<file path="src/rtl/lock_reg_bank.sv">
// Lockable register bank with sticky per-register write locks, secure-scan clear
// and a two-word debug unlock sequence with a lockout penalty after a bad key.
module lock_reg_bank #(
  parameter int DATA_W = 16,
  parameter int NUM_REGS = 4,
  localparam int ADDR_W = (NUM_REGS > 1) ? $clog2(NUM_REGS) : 1,
  parameter logic [DATA_W-1:0] KEY0 = DATA_W'(16'hA5C3),
  parameter logic [DATA_W-1:0] KEY1 = DATA_W'(16'h3C5A),
  parameter int LOCKOUT_CYC = 8
) (
  input  logic                clk,
  input  logic                reset,
  input  logic                wr_en,
  input  logic [ADDR_W-1:0]   wr_addr,
  input  logic [DATA_W-1:0]   wr_data,
  input  logic                lock_wr,
  input  logic                lock_all,
  input  logic [ADDR_W-1:0]   rd_addr,
  output logic [DATA_W-1:0]   rd_data,
  input  logic                scan,
  input  logic                debug_mode,
  input  logic                dbg_key_vld,
  input  logic [DATA_W-1:0]   dbg_key,
  output logic                dbg_open,
  output logic                wr_err,
  output logic [7:0]          viol_cnt,
  output logic [NUM_REGS-1:0] lock_status
);

  typedef enum logic [1:0] {DBG_LOCKED, DBG_KEY1, DBG_OPEN, DBG_PENALTY} dbg_state_t;

  localparam int PEN_W = (LOCKOUT_CYC > 1) ? $clog2(LOCKOUT_CYC) : 1;

  dbg_state_t          state;
  dbg_state_t          state_next;
  logic [PEN_W-1:0]    pen_cnt;
  logic [DATA_W-1:0]   regs [NUM_REGS];
  logic [NUM_REGS-1:0] lock_bits;
  logic [NUM_REGS-1:0] wr_sel;
  logic [DATA_W-1:0]   rd_val;
  logic                scan_q;
  logic                scan_rise;
  logic                wr_hit;
  logic                wr_locked;
  logic                wr_accept;

  assign scan_rise = scan & ~scan_q;

  // Address decode doubles as the range check: out-of-range addresses select nothing.
  always_comb begin
    wr_sel = '0;
    rd_val = '0;
    for (int i = 0; i < NUM_REGS; i++) begin
      if (wr_addr == ADDR_W'(i)) wr_sel[i] = 1'b1;
      if (rd_addr == ADDR_W'(i)) rd_val = regs[i];
    end
  end

  assign wr_hit    = |wr_sel;
  assign wr_locked = |(wr_sel & lock_bits);
  assign wr_accept = wr_en & wr_hit & (~wr_locked | dbg_open);

  always_ff @(posedge clk or posedge reset) begin
    if (reset) begin
      for (int i = 0; i < NUM_REGS; i++) regs[i] <= '0;
    end else if (scan_rise) begin
      for (int i = 0; i < NUM_REGS; i++) regs[i] <= '0;
    end else if (wr_accept) begin
      for (int i = 0; i < NUM_REGS; i++)
        if (wr_sel[i]) regs[i] <= wr_data;
    end
  end

  // Locks are qualified with their old value above, so a same-cycle lock lands after the write.
  always_ff @(posedge clk or posedge reset) begin
    if (reset) begin
      lock_bits <= '0;
      rd_data   <= '0;
      wr_err    <= 1'b0;
      viol_cnt  <= '0;
      scan_q    <= 1'b0;
    end else begin
      lock_bits <= lock_bits | {NUM_REGS{lock_all}} | (lock_wr ? wr_sel : '0);
      rd_data   <= rd_val;
      wr_err    <= wr_en & ~wr_accept;
      scan_q    <= scan;
      if (wr_en && !wr_accept && viol_cnt != 8'hFF) viol_cnt <= viol_cnt + 8'd1;
    end
  end

  assign lock_status = lock_bits;

  always_ff @(posedge clk or posedge reset) begin
    if (reset) begin
      state   <= DBG_LOCKED;
      pen_cnt <= '0;
    end else begin
      state   <= state_next;
      pen_cnt <= (state == DBG_PENALTY) ? pen_cnt + PEN_W'(1) : '0;
    end
  end

  always_comb begin
    state_next = state;
    if (scan_rise) begin
      state_next = DBG_LOCKED;
    end else begin
      case (state)
        DBG_LOCKED:
          if (debug_mode && dbg_key_vld)
            state_next = (dbg_key == KEY0) ? DBG_KEY1 : DBG_PENALTY;
        DBG_KEY1:
          if (!debug_mode) state_next = DBG_LOCKED;
          else if (dbg_key_vld) state_next = (dbg_key == KEY1) ? DBG_OPEN : DBG_PENALTY;
        DBG_OPEN:
          if (!debug_mode) state_next = DBG_LOCKED;
        DBG_PENALTY:
          if (pen_cnt == PEN_W'(LOCKOUT_CYC - 1)) state_next = DBG_LOCKED;
        default:
          state_next = DBG_LOCKED;
      endcase
    end
  end

  always_comb begin
    dbg_open = (state == DBG_OPEN);
  end

endmodule

</file>
<file path="config.mk">
export PLATFORM = sky130hd
export DESIGN_NAME = lock_reg_bank
export DESIGN_NICKNAME = d
export VERILOG_FILES = /design/src/rtl/lock_reg_bank.sv
export SDC_FILE = /design/constraint.sdc
export NUM_CORES = 1
export LEC_CHECK = 0
export BUFFER_PORTS_ARGS = -buffer_cell sky130_fd_sc_hd__buf_2
export CORE_ASPECT_RATIO = 1.5
export CORE_UTILIZATION = 45
export CTS_CLUSTER_DIAMETER = 60
export DETAILED_ROUTE_END_ITERATION = 8
export HOLD_SLACK_MARGIN = 0.02
export PLACE_DENSITY = 0.69
export SETUP_SLACK_MARGIN = 0.4
export SYNTH_ARGS = -nofsm -noshare
export SYNTH_HDL_FRONTEND = slang
export SYNTH_SLANG_ARGS = --single-unit
</file>
<file path="constraint.sdc">
create_clock -name clk -period 3.5 [get_ports clk]
set_input_delay 0.875 -clock clk [delete_from_list [all_inputs] [get_ports clk]]
set_output_delay 0.875 -clock clk [all_outputs]
set_load 0.005 [all_outputs]
</file>
==> flow_summary.yaml <==
cts:
  max-clock-path-buffers: 2
  clock_sinks: 99
  cts_root_buf: "clkbuf_16"
  clock_latency_ns: 0.35
  cts_buffers: 9
  hold_buffers: 0
  clk_pin_slew_ns: 0.07
  htree_levels: 3
  post_cts_resized: 0
  cts_setup_buffers: 0
  cts_tree: "yes"
synth:
  netlist_area_um2: 4390
  ys_seq_elements: 99
  ys.flop_type: "dfrtp_1"
  synth-compound-area-share_pct: 5.24
  ys_seq_area_share_pct: 56.4
  synth-xor-area-share_pct: 0.997
  synth_edf_count: 0
  synthesis.nets: 403
  syn-instance-count: 356
  synthAdderAreaFrac_pct: 0.854
  async_flop_share_pct: 100
  synth.distinct_cells: 35
  yosys.area_share.simple_pct: 12.7
  syn_area_per_cell_um2: 12.3
  yosys_warnings: 0
  synthMuxAreaShare_pct: 20.2
  synth_top_family_by_area: "multiplexers"
floorplan:
  die_area_um2: 10200
  initial_utilization_pct: 46.9
  die_width_um: 82.7
  std_cell_rows: 43
  coreArea_um2: 9360
  die_y_um: 123
  io_pins: 74
power:
  power_density_nw_per_um2: 535
  leakage_nw: 2.42
  ir_drop_v: 0.000301
route:
  antenna_left: 0
  drc: 0
  dr.pass1.iters: 4
  viasPerCell: 5.35
  vias: 2899
  wl_met2_um: 4220
  wl_per_cell_um: 15.7
  drtIter0Drc: 201
  met3_length_um: 522
  drt_wl_total_um: 8500
  m1WireLength_um: 3640
  topRoutingLayerUsed: "met4"
global_route:
  grt_max_degree: 67
  antenna_found_initial: 0
  grtUsageTotal_pct: 18.7
  grt_pass1_vias: 2844
  overflow: 0
  grt_pass1_wl_um: 13900
timing:
  fin_crit_ns: 2.16
  tns_ns: 0
  max_freq_mhz: 462
  fin_skew_ns: 0.00919
  fin_crit_sh_pct: 61.8
  finalHoldViolations: 0
  worst_slew_pin_slew_ns: 0.732
  final_max_slew_viol_count: 0
  rsz0062_at_grt: "no"
  slew_headroom_pct: 51.1
  setup_viol: 0
placed_design:
  routabilityCongestion: 0.779
  place_area_um2: 4820
  io_buffer_count: 73
  hpwl_um: 5510
worst_setup_path:
  worstPathMaxFanout: 16
  rr_endpoint: "regs[25]"
  cpPeakStageDelay_ns: 0.53
  path_cells: "buf_2 > mux2_4 > nand2_1 > nand3_1 > nand2_1 > a21oi_1"
  crit_slowest_cell: "nand3_1"
  startpoint_type: "input port"
  crit_start: "wr_addr[1]"
  cpMostUsedCell: "nand2_1"
  reg2reg_slack_ns: 1.69
  critPathRequiredTime_ns: 3.70
  worst_setup_path_end_kind: "register"
  rr_worst_depth: 5
  worstSetupPathType: "input port to register"
  r2r_start: "lock_status[0]"
  worstPathArrival_ns: 2.36
worst_hold_path:
  min-delay-start: "pen_cnt[0]"
  hold_path_depth: 1
  min-delay-path-class: "register to register"
  holdPathEnd: "pen_cnt[0]"
finish:
  diodes: 0
  drive_gt1_share_pct: 27.4
  fin_nets: 472
  multi_input_area_um2: 1770
  layout_commonest_cell: "dfrtp_1"
  syn2layout_area_growth_pct: 17.2
  nFillCells: 823
  layout_common_cells: "dfrtp_1, buf_2, nor2_1, mux2i_1, nand2_1"
  final_area_um2: 5150
  seq_area_um2: 2480
run:
  maxCapViolations: 0
status:
  outcome: "finished, final reports clean"
[flip-flops by register name (all words and copies together) (netlist names)]
name         count
wr_err           1
lock_status      4
scan_q           1
viol_cnt         8
regs            64
pen_cnt          3
rd_data         16
state            2
[through the flow]
| step | worst slack [ns] | power [mW] | hold slack, ns | utilization (%) | cells |
|---|---|---|---|---|---|
| 2_1_floorplan | 1.28 | 1.57 | 0.406 | - | 356 |
| 3_3_place_gp | 1.05 | 1.69 | 0.419 | 51.5 | 526 |
| 3_5_place_dp | 0.962 | 1.71 | 0.445 | 51.5 | 526 |
| 4_1_cts | 1.31 | 2.79 | 0.453 | 55.0 | 542 |
| 5_1_grt | 1.24 | 2.89 | 0.471 | 55.0 | 542 |
| 6_report | 1.34 | 2.75 | 0.441 | 55.0 | 542 |
[synthesized netlist by cell type (2+ instances only)]
| library cell | n | share of area, % |
|---|---|---|
| dfrtp_1 | 99 | 56 |
| nor2_1 | 55 | 4.7 |
| mux2i_1 | 49 | 11 |
| nand2_1 | 42 | 3.6 |
| a21oi_1 | 21 | 2.4 |
| mux4_2 | 16 | 8.2 |
| clkbuf_1 | 9 | 0.77 |
| and3_1 | 6 | 0.85 |
| nand3_1 | 6 | 0.68 |
| inv_1 | 5 | 0.43 |
| a311o_1 | 4 | 0.91 |
| nor4bb_1 | 4 | 0.91 |
| xor2_1 | 4 | 0.80 |
| buf_2 | 3 | 0.34 |
| buf_6 | 3 | 0.77 |
| buf_8 | 3 | 1.0 |
| ha_1 | 3 | 0.85 |
| nor2b_1 | 3 | 0.43 |
| a211oi_4 | 2 | 0.91 |
| mux2_1 | 2 | 0.51 |
| nor3_1 | 2 | 0.23 |
| o311ai_0 | 2 | 0.40 |
[how the worst max path moves through the flow]
stage	end	slack, ns
2_1_floorplan	viol_cnt[6]	1.28
3_3_place_gp	regs[22]	1.05
3_5_place_dp	regs[30]	0.96
4_1_cts	dbg_open	1.31
5_1_grt	regs[16]	1.24
6_report	regs[25]	1.34
[critical path, delay by kind of cell]
kind | cells | cell delay [ns]
muxes | 1 | 0.32
AOI/OAI and AO/OA | 1 | 0.09
buffers and inverters | 1 | 0.19
and+or+nand+nor | 3 | 0.88
[routing by layer]
layer  global-route usage, %  up-vias
met5                       0        -
li1                        -     1372
met1                    23.9     1446
met2                    29.5       72
met3                    6.13        9
met4                    7.11        0
[report_power, final]
| group | leakage (nW) | total, mW | switching (mW) | internal (mW) |
|---|---|---|---|---|
| logic | 0.930 | 0.357 | 0.186 | 0.171 |
| clock network | 0.156 | 1.07 | 0.425 | 0.650 |
| registers | 1.33 | 1.32 | 0.0819 | 1.24 |
[logic make-up after synthesis]
group / Yosys count
simple gates: 124
flops: 99
mux: 68
compound gates: 32
buf+inv: 25
xor+xnor: 5
fa+ha+maj: 3
[final cells by class]
class	instances	share of cell area, %
clock buffer	11	4.71
clock inverter	5	1.65
inverter	5	0.437
multi-input combinational	232	34.3
sequential	99	48.1
tap	112	2.72
timing repair buffer	78	8.07
Note: power is estimated with default switching activity, not from simulation.
